File: src/rtl/fft_job_scheduler_if.sv
// ---------------------------------------------------------------------------
// fft_job_scheduler_if
//   Bundles the requester and fft_core handshake signals of fft_job_scheduler.
//   slave  : scheduler side (consumes req/fft_done, drives grant..rsp_err)
//   master : requester/core side (drives req/fft_done, observes the rest)
//   Signals:
//     req       requester -> sched  NUM_REQ  level request per requester
//     grant     sched -> requester  NUM_REQ  one-hot owner of the core
//     job_id    sched -> core       ID_W     binary owner index (bank mux select)
//     busy      sched -> any        1        scheduler not idle
//     start_fft sched -> core       1        one-cycle start pulse
//     fft_done  core  -> sched      1        completion pulse
//     rsp_valid sched -> requester  NUM_REQ  one-hot completion pulse
//     rsp_err   sched -> requester  1        job aborted by watchdog
// ---------------------------------------------------------------------------
interface fft_job_scheduler_if #(
    parameter int NUM_REQ = 4
);
    localparam int ID_W = (NUM_REQ > 1) ? $clog2(NUM_REQ) : 1;

    logic [NUM_REQ-1:0] req;
    logic [NUM_REQ-1:0] grant;
    logic [ID_W-1:0]    job_id;
    logic               busy;
    logic               start_fft;
    logic               fft_done;
    logic [NUM_REQ-1:0] rsp_valid;
    logic               rsp_err;

    modport slave (
        input  req, fft_done,
        output grant, job_id, busy, start_fft, rsp_valid, rsp_err
    );

    modport master (
        output req, fft_done,
        input  grant, job_id, busy, start_fft, rsp_valid, rsp_err
    );
endinterface

File: src/rtl/fft_job_scheduler.sv
// ---------------------------------------------------------------------------
// fft_job_scheduler
//   Shares one fft_core between NUM_REQ requesters. Pending requests are
//   arbitrated round-robin; the winner is granted the core, a start_fft pulse
//   is issued, the scheduler waits for fft_done and then returns a one-hot
//   completion pulse to the owner.
//
//   Ports:
//     clk    in  single clock, rising edge
//     reset  in  asynchronous, active-high
//     bus    fft_job_scheduler_if.slave (req, grant, job_id, busy, start_fft,
//            fft_done, rsp_valid, rsp_err)
//
//   Parameters:
//     NUM_REQ       requesters (2..8); must match the interface instance
//     DONE_TIMEOUT  WAIT cycles before the watchdog aborts a job
//
//   Optional feature macro: FFT_WDOG_EN
//     defined   : watchdog counts WAIT cycles; at DONE_TIMEOUT without
//                 fft_done the job completes with rsp_err=1.
//     undefined : WAIT holds until fft_done; rsp_err is constant 0.
//
//   FSM: IDLE -> START -> WAIT -> RESP -> IDLE. All outputs are registered.
// ---------------------------------------------------------------------------
module fft_job_scheduler #(
    parameter int NUM_REQ      = 4,
    parameter int DONE_TIMEOUT = 64
) (
    input logic                clk,
    input logic                reset,
    fft_job_scheduler_if.slave bus
);
    localparam int ID_W = (NUM_REQ > 1) ? $clog2(NUM_REQ) : 1;

    // Elaboration-time parameter sanity check.
    if (NUM_REQ < 2 || NUM_REQ > 8 || DONE_TIMEOUT < 1) begin : g_param_chk
        $error("fft_job_scheduler: NUM_REQ must be 2..8, DONE_TIMEOUT >= 1");
    end

    typedef enum logic [1:0] {
        S_IDLE  = 2'd0,
        S_START = 2'd1,
        S_WAIT  = 2'd2,
        S_RESP  = 2'd3
    } state_e;

    state_e             state_q;
    logic [NUM_REQ-1:0] grant_q;
    logic [NUM_REQ-1:0] rsp_valid_q;
    logic [ID_W-1:0]    job_id_q;
    logic [ID_W-1:0]    rr_q;        // index of the last requester served
    logic               busy_q;
    logic               start_q;

`ifdef FFT_WDOG_EN
    localparam int WD_W = $clog2(DONE_TIMEOUT + 1);
    logic [WD_W-1:0]    wd_cnt_q;
    logic               rsp_err_q;
`endif

    function automatic logic [NUM_REQ-1:0] onehot(input logic [ID_W-1:0] i);
        logic [NUM_REQ-1:0] v;
        v    = '0;
        v[i] = 1'b1;
        return v;
    endfunction

    // Round-robin pick: first set req bit starting just after rr_q, wrapping.
    // Starting after the last owner guarantees every pending requester is
    // served within NUM_REQ jobs.
    logic            pick_found;
    logic [ID_W-1:0] pick_id;

    always_comb begin
        int idx;
        pick_found = 1'b0;
        pick_id    = '0;
        idx        = 0;
        for (int k = 1; k <= NUM_REQ; k++) begin
            idx = int'(rr_q) + k;
            if (idx >= NUM_REQ) idx = idx - NUM_REQ;
            if (!pick_found && bus.req[idx]) begin
                pick_found = 1'b1;
                pick_id    = ID_W'(idx);
            end
        end
    end

    always_ff @(posedge clk or posedge reset) begin
        if (reset) begin
            state_q     <= S_IDLE;
            grant_q     <= '0;
            rsp_valid_q <= '0;
            job_id_q    <= '0;
            rr_q        <= ID_W'(NUM_REQ - 1);   // req[0] wins first
            busy_q      <= 1'b0;
            start_q     <= 1'b0;
`ifdef FFT_WDOG_EN
            wd_cnt_q    <= '0;
            rsp_err_q   <= 1'b0;
`endif
        end else begin
            case (state_q)
                S_IDLE: begin
                    if (pick_found) begin
                        job_id_q <= pick_id;
                        grant_q  <= onehot(pick_id);
                        start_q  <= 1'b1;
                        busy_q   <= 1'b1;
                        state_q  <= S_START;
                    end
                end
                // fft_done here is ignored: the core cannot legally finish
                // the job it is only now being told to start.
                S_START: begin
                    start_q <= 1'b0;
`ifdef FFT_WDOG_EN
                    wd_cnt_q <= '0;
`endif
                    state_q <= S_WAIT;
                end
                S_WAIT: begin
                    if (bus.fft_done) begin
                        rsp_valid_q <= onehot(job_id_q);
                        state_q     <= S_RESP;
                    end
`ifdef FFT_WDOG_EN
                    // A real fft_done in the final watchdog cycle takes
                    // priority (branch above), so rsp_err stays low.
                    else if (wd_cnt_q == WD_W'(DONE_TIMEOUT - 1)) begin
                        rsp_valid_q <= onehot(job_id_q);
                        rsp_err_q   <= 1'b1;
                        state_q     <= S_RESP;
                    end else begin
                        wd_cnt_q <= wd_cnt_q + WD_W'(1);
                    end
`endif
                end
                S_RESP: begin
                    rsp_valid_q <= '0;
                    grant_q     <= '0;
                    busy_q      <= 1'b0;
                    rr_q        <= job_id_q;
`ifdef FFT_WDOG_EN
                    rsp_err_q   <= 1'b0;
`endif
                    state_q     <= S_IDLE;
                end
                default: state_q <= S_IDLE;
            endcase
        end
    end

    assign bus.grant     = grant_q;
    assign bus.job_id    = job_id_q;
    assign bus.busy      = busy_q;
    assign bus.start_fft = start_q;
    assign bus.rsp_valid = rsp_valid_q;
`ifdef FFT_WDOG_EN
    assign bus.rsp_err   = rsp_err_q;
`else
    assign bus.rsp_err   = 1'b0;
`endif

endmodule
File: src/flat_wrapper.sv
// flat-port wrapper written by rule: the top's interface ports become plain ports
module fft_job_scheduler_flat 
#(
    parameter int NUM_REQ      = 4,
    parameter int DONE_TIMEOUT = 64
)
  (clk, reset, bus_req, bus_fft_done, bus_grant, bus_job_id, bus_busy, bus_start_fft, bus_rsp_valid, bus_rsp_err);
  fft_job_scheduler_if #(.NUM_REQ(NUM_REQ)) bus_i ();
  input logic clk;
  input logic reset;
  input wire logic [$bits(bus_i.req)-1:0] bus_req;
  input wire logic [$bits(bus_i.fft_done)-1:0] bus_fft_done;
  output wire logic [$bits(bus_i.grant)-1:0] bus_grant;
  output wire logic [$bits(bus_i.job_id)-1:0] bus_job_id;
  output wire logic [$bits(bus_i.busy)-1:0] bus_busy;
  output wire logic [$bits(bus_i.start_fft)-1:0] bus_start_fft;
  output wire logic [$bits(bus_i.rsp_valid)-1:0] bus_rsp_valid;
  output wire logic [$bits(bus_i.rsp_err)-1:0] bus_rsp_err;
  assign bus_i.req = bus_req;
  assign bus_i.fft_done = bus_fft_done;
  assign bus_grant = bus_i.grant;
  assign bus_job_id = bus_i.job_id;
  assign bus_busy = bus_i.busy;
  assign bus_start_fft = bus_i.start_fft;
  assign bus_rsp_valid = bus_i.rsp_valid;
  assign bus_rsp_err = bus_i.rsp_err;
  fft_job_scheduler #(.NUM_REQ(NUM_REQ), .DONE_TIMEOUT(DONE_TIMEOUT)) u_core (.clk(clk), .reset(reset), .bus(bus_i));
endmodule
File: config.mk
export PLATFORM = sky130hd
export DESIGN_NAME = fft_job_scheduler_flat
export DESIGN_NICKNAME = d
export VERILOG_FILES = /design/src/rtl/fft_job_scheduler_if.sv /design/src/rtl/fft_job_scheduler.sv /design/src/flat_wrapper.sv
export SDC_FILE = /design/constraint.sdc
export NUM_CORES = 1
export LEC_CHECK = 0
export BUFFER_PORTS_ARGS = -buffer_cell sky130_fd_sc_hd__buf_2
export CORE_UTILIZATION = 38
export CTS_CLUSTER_DIAMETER = 120
export CTS_CLUSTER_SIZE = 28
export DETAILED_ROUTE_END_ITERATION = 7
export GPL_TIMING_DRIVEN = 0
export MAX_ROUTING_LAYER = met4
export PLACE_DENSITY_LB_ADDON = 0.3
export SYNTH_ARGS = -nofsm -noshare
export SYNTH_HDL_FRONTEND = slang
export SYNTH_SLANG_ARGS = --single-unit
File: constraint.sdc
create_clock -name clk -period 2.9 [get_ports clk]
set_input_delay 0 -clock clk [delete_from_list [all_inputs] [get_ports clk]]
set_output_delay 0 -clock clk [all_outputs]
set_load 0.01 [all_outputs]
==> results of run 1 <==
layer usage:
metal / wire (um) / share of wire [%] / global-route usage [%] / vias up
li1: - / - / - / 336
met1: 725 / 47 / 19.5 / 323
met2: 729 / 47 / 26.5 / 15
met3: 71 / 4.6 / 4.67 / 5
met4: 34 / 2.2 / 7.35 / 0
met5: 0 / 0 / - / -
flip-flops by register name, indices dropped and copies added, names as in the netlist:
register	count
u_core.bus.busy	1
u_core.state_q	2
u_core.bus.rsp_valid	4
u_core.bus.job_id	2
u_core.rr_q	2
u_core.bus.start_fft	1
u_core.bus.grant	4
worst paths after layout:
kind / start / cells after the start / slack, ps / end
hold / removal: bus_fft_done / 5 / 120 / u_core.bus.rsp_valid[2]$_DFFE_PP0P_
max in group asynchronous: reset / 3 / 2220 / u_core.rr_q[0]$_DFFE_PP1P_
min in group asynchronous: reset / 3 / 310 / u_core.bus.job_id[1]$_DFFE_PP0P_
setup reg to reg: u_core.state_q[1]$_DFFE_PP0P_ / 5 / 1350 / u_core.bus.rsp_valid[3]$_DFFE_PP0P_
hold reg to reg: u_core.bus.rsp_valid[2]$_DFFE_PP0P_ / 2 / 490 / u_core.bus.rsp_valid[2]$_DFFE_PP0P_
setup / recovery: u_core.state_q[1]$_DFFE_PP0P_ / 5 / 1350 / u_core.bus.rsp_valid[3]$_DFFE_PP0P_
cell usage after synthesis (all sizes together) (2+ instances only):
cell	count	area, um^2
nor2	5	37.5
a21oi	2	10.0
ha	4	50.1
o21ai	15	75.1
inv	9	33.8
or2b	2	15.0
dfrtp	14	350
dfstp	2	52.6
nand2	7	26.3
mux2	4	48.8
a32o	2	20.0
nor3b	2	15.0
power by group through the flow:
| stage | Combinational, mW | Sequential [mW] | Clock, mW |
|---|---|---|---|
| 5_1_grt | 0.536 | 0.442 | 0.163 |
| 2_1_floorplan | 0.306 | 0.443 | 0 |
| 6_report | 0.471 | 0.423 | 0.148 |
| 3_3_place_gp | 0.461 | 0.423 | 0 |
| 3_5_place_dp | 0.475 | 0.427 | 0 |
| 4_1_cts | 0.477 | 0.424 | 0.152 |
what timing repair did:
action                    in CTS  in global routing
hold buffers                   1                  0
buffers inserted               0                  0
hold endpoints to repair      14                  0
worst register-to-register path: stages, from the launching register on:
cell and delay [ps]:
dfrtp_1 420, ha_1 170, clkbuf_1 300, inv_1 140
a21o_1 210, a32o_1 210
cell type report:
cell class	count	share of cell area (%)
sequential	16	39.6
clock buffer	4	3.57
timing repair buffer	19	9.84
multi-input combinational	57	39.2
inverter	9	3.32
tap	27	3.32
buffer	2	1.11
cell families after synthesis:
group                    synth area share (%)
buffers and inverters                    5.32
multiplexers                             5.76
adder cells (fa/ha/maj)                  5.91
AO/OA/AOI/OAI                            18.2
AND/OR/NAND/NOR                          16.8
flip-flops                               47.6
other                                   0.443
==> metrics.yaml, run 1 <==
sta:
  setup_viol: 0
  worst_pin_slew_ps: 574
  whs_ps: 124
  slew_headroom_pct: 61.7
  fmax_mhz: 647
  min_period_ps: 1550
  fin_skew_ps: 0.889
  min_period_over_period_pct: 53.3
  setup_ws_ps: 1350
  timing.final.hold_violations: 0
  slew_violations: 0
  rsz0062_at_grt: "no"
  timing.setup.tns_ps: 0
worst_setup_path:
  cp_top_family: "buffers and inverters"
  start_kind: "register"
  worstSetupPathType: "register to register"
  crit_fanout: 8
  crit_buf_inv: 2
  crit_slowest_cell: "dfrtp_1"
  setup.worst_path.end_class: "register"
  crit_arrival_ps: 1730
  max_stage_delay_ps: 420
  cp.required_ps: 3080
  path_cells: "ha_1, clkbuf_1, inv_1, a21o_1, a32o_1"
finish:
  area_delta_synth_final_pct: 20.1
  seq_area_um2: 403
  design_area_um2: 1020
  drive_gt1_share_pct: 31.8
  final_util_pct: 50.3
  fin_nets: 119
  fill_cells: 203
  insertedDiodeCount: 0
  finalNonFillerCells: 134
  layout_common_cells: "buf_2, o21ai_0, dfrtp_1"
  final_common_cell: "buf_2"
  multiInputGateArea_um2: 399
pwr:
  clock_power_share_pct: 14.2
  ir_worst_vdd_uv: 554
  powerDensity_nw_per_um2: 1020
  p_switching_mw: 0.413
  pwr-share-comb_pct: 45.2
  swShare_pct: 39.6
  p_seq_share_pct: 40.6
  power.total_mw: 1.04
  cellLeakagePower_nw: 0.520
  p_int_mw: 0.629
detailed_routing:
  drt-vias-per-instance: 5.07
  wire_per_inst_um: 11.6
  routed_wl_um: 1560
  ant_nets: 0
  route.detailed.drc: 0
  num_vias: 679
  dr.pass1.iters: 3
  drt-initial-drc-count: 5
synthesis:
  syn_inst: 84
  synth-edff-count: 0
  yosysWarnings: 0
  synth.avg_cell_area_um2: 10.1
  async_reset_ff_share_pct: 100
  netlist_area_um2: 847
  seq_area_frac_synth_pct: 47.6
  yosysUniqueCellTypes: 31
  syn_nets: 95
  synth_seq_cells: 16
  synth-main-ff-cell: "dfrtp_1"
clock_network:
  cts_resized: 0
  cts_buffers: 3
  clockBufferDepth: 2
  clk_latency_ps: 290
  clkTransAtPathRegs_ps: 90
  clock-root-buffer: "clkbuf_4"
  clock-sinks: 16
  cts_tree: "built"
  htree_levels: 1
global_routing:
  overflow: 0
  antenna_found_initial: 0
  grt_pass1_wl_um: 2950
  grt_usage_pct: 16.7
  grt_max_degree: 17
  first_global_vias: 688
floorplanning:
  start_util_pct: 41.9
  rows: 16
  die-area_um2: 2420
  fp.dieW_um: 49.2
  die_h_um: 49.2
  core_area_um2: 2020
  io_pins: 20
placed_design:
  place_inst: 129
  gp_congestion: 0.772
  post_dp_cell_area_um2: 971
  dpl_worst_slack_ps: 1360
  place_hpwl_um: 1220
  port_buffers: 18
flow_run:
  maxCapViolCount: 0
worst_hold_path:
  worst_hold_path_type: "input pin to register"
status:
  status: "finished, final reports clean"
No activity file was read; power rests on OpenSTA's default activity.
==> inputs of run 2 (changes only) <==
--- a/config.mk
+++ b/config.mk
@@ -5,6 +5,7 @@
 export SDC_FILE = /design/constraint.sdc
 export NUM_CORES = 1
 export LEC_CHECK = 0
+export ABC_AREA = 1
 export BUFFER_PORTS_ARGS = -buffer_cell sky130_fd_sc_hd__buf_2
 export CORE_UTILIZATION = 38
 export CTS_CLUSTER_DIAMETER = 120
==> constraint.sdc (replaced) <==
create_clock -name clk -period 1.3 [get_ports clk]
set_input_delay 0 -clock clk [delete_from_list [all_inputs] [get_ports clk]]
set_output_delay 0 -clock clk [all_outputs]
set_load 0.01 [all_outputs]
==> run 2 against run 1 <==
Compared with the run above: largest cell class is now multi-input gates; critical endpoint is now u_core.bus.grant[2]$_DFFE_PP0P_; sequential share of layout area shrank 11 points; total power increased to 3.6 times the previous value; global-route usage is 0.26 points higher; critical path type unchanged; the flow now finishes with violations (negative setup slack); fmax down 11%.
==> metrics.yaml, run 2 <==
sta:
  fin_skew_ps: 5.61
  slew_violations: 0
  setup_viol: 10
  fmax_mhz: 574
  rsz0062_at_grt: "yes"
  min_period_ps: 1740
  setup_ws_ps: -442
  min_period_over_period_pct: 134
  worst_pin_slew_ps: 622
  timing.setup.tns_ps: -3790
  slew_headroom_pct: 58.5
  timing.final.hold_violations: 0
global_routing:
  grt_pass1_wl_um: 3380
  grt_max_degree: 17
  antenna_found_initial: 0
  first_global_vias: 817
  overflow: 0
  grt_usage_pct: 16.9
synthesis:
  synth_most_common_cell: "nand2_1"
  synth-main-ff-cell: "dfrtp_1"
  synth-edff-count: 0
  synthTopCellsByCount: "nand2_1, inv_1, dfrtp_1, nand3_1, o21ai_0"
  seq_area_frac_synth_pct: 39.7
  syn_inst: 138
  yosysUniqueCellTypes: 23
  synth_area_leaders: "dfrtp_1, nand2_1, inv_1"
  synth.avg_cell_area_um2: 7.36
  synth_top_cell_area_share_pct: 34.5
  synth_seq_cells: 16
  yosys.area.top_type: "dfrtp_1"
  yosysWarnings: 0
  netlist_area_um2: 1020
  syn_nets: 149
  async_reset_ff_share_pct: 100
clock_network:
  clk_latency_ps: 290
  cts_buffers: 3
  clock-sinks: 16
  htree_levels: 1
  cts_tree: "built"
  clockBufferDepth: 2
  clkTransAtPathRegs_ps: 100
  clock-root-buffer: "clkbuf_4"
placed_design:
  port_buffers: 18
  place_hpwl_um: 1530
  place_inst: 186
  gp_congestion: 0.777
  dpl_worst_slack_ps: -390
detailed_routing:
  route.detailed.drc: 0
  wire_per_inst_um: 11.2
  dr.pass1.iters: 4
  drt-initial-drc-count: 18
  ant_nets: 0
  num_vias: 960
  routed_wl_um: 2250
  drt-vias-per-instance: 4.80
worst_setup_path:
  crit_slowest_cell: "dfstp_2"
  crit_fanout: 5
  setup.worst_path.end_class: "register"
  max_stage_delay_ps: 540
  cp.required_ps: 1500
  crit_top_cell: "nand2_4"
  worstSetupPathType: "register to register"
  start_kind: "register"
  crit_arrival_ps: 1940
  path_cells: "buf_6, buf_6, nand2_2, nand2_4, nand2_4, nand2_4, nor2_4, nand3_4, nand2_4, buf_4, buf_6, nand3_1, nand2_1"
finish:
  seq_area_um2: 403
  fill_cells: 213
  insertedDiodeCount: 0
  finalNonFillerCells: 200
  drive_gt1_share_pct: 45.9
  final_util_pct: 55.9
  fin_nets: 182
  area_delta_synth_final_pct: 37.4
  layout_common_cells: "nand2_1, buf_2, inv_1"
  multiInputGateArea_um2: 624
  final_common_cell: "nand2_1"
floorplanning:
  die_h_um: 53.7
  core_area_um2: 2500
  start_util_pct: 40.6
  fp.dieW_um: 53.7
  io_pins: 20
  rows: 18
  die-area_um2: 2880
worst_hold_path:
  worst_hold_path_type: "input pin to register"
pwr:
  powerDensity_nw_per_um2: 2670
  cellLeakagePower_nw: 0.768
  ir_worst_vdd_uv: 1730
  power.total_mw: 3.72
flow_run:
  maxCapViolCount: 0
status:
  status: "finished with violations"
  violations: "negative setup slack"
## run 2: cell count changes after synthesis, sizes merged, moves of 2 or more
cell / previous run / this run
o21ai: 15 / 9
buf: 1 / 3
a32o: 2 / 0
nor2: 5 / 7
nand2: 7 / 51
inv: 9 / 22
mux2: 4 / 0
or2b: 2 / 0
nor3b: 2 / 0
nand4: 0 / 6
nand3: 1 / 15
## run 2: kinds of logic (layout without fill, tap and decap cells)
family,Yosys count,after routing,synth area share [%]
and+or+nand+nor,80,80,37.3
buffers and inverters,25,57,11.0
DFF,16,16,39.7
AOI/OAI and AO/OA,12,12,6.77
adders and majority gates,4,4,4.93
other,1,1,0.369
## run 2: per-layer routing
layer	global-route usage, %	wire, um	part of all wire (%)	up-vias
li1	-	-	-	495
met1	19.4	991	44	444
met2	27.4	1150	51	17
met3	6.50	83	3.7	4
met4	4.39	28	1.2	0
met5	-	0	0	-
## run 2: area by class of cell
type,instances,area share (%)
Multi-Input combinational cell,97,44.7
Inverter,22,6.45
Tap cell,30,2.69
Clock buffer,4,2.60
Buffer,3,2.15
Sequential cell,16,28.9
Timing Repair Buffer,28,12.5
## run 2: worst max-delay path, delay by kind of cell (launching register included)
kind / cells / cell delay (ps)
simple gates: 9 / 610
flops: 1 / 540
buf+inv: 4 / 500
## run 2: repair_timing
action	in CTS	in global routing
pin swaps	8	7
endpoints found under the setup margin	14	14
gates resized for setup	18	25
gates cloned	1	0
hold buffers	1	0
setup buffers	4	4
endpoints found under the hold margin	14	0
## run 2: worst paths after layout
check	start	slack, ps	cells past startpoint	endpoint
max	u_core.rr_q[0]$_DFFE_PP1P_	-440	13	u_core.bus.grant[2]$_DFFE_PP0P_
min	bus_fft_done	110	5	u_core.state_q[1]$_DFFE_PP0P_
max reg2reg	u_core.rr_q[0]$_DFFE_PP1P_	-440	13	u_core.bus.grant[2]$_DFFE_PP0P_
min reg2reg	u_core.bus.start_fft$_DFFE_PP0P_	500	2	u_core.bus.start_fft$_DFFE_PP0P_
max in group asynchronous	reset	580	3	u_core.state_q[0]$_DFFE_PP0P_
min in group asynchronous	reset	310	3	u_core.bus.busy$_DFFE_PP0P_
## run 2: through the flow
step                instance area, um^2  hold WS [ps]
floorplan                          1020         -87.7
global placement                   1150          92.9
detailed placement                 1150           105
CTS                                1280          84.4
global route                       1400           111
finish                             1400           112
## run 2: power by group
part | leakage, nW | internal (mW) | switching [mW]
clock | 0.0210 | 0.171 | 0.167
combinational | 0.547 | 1.04 | 1.45
sequential | 0.200 | 0.736 | 0.163
total | 0.768 | 1.94 | 1.78
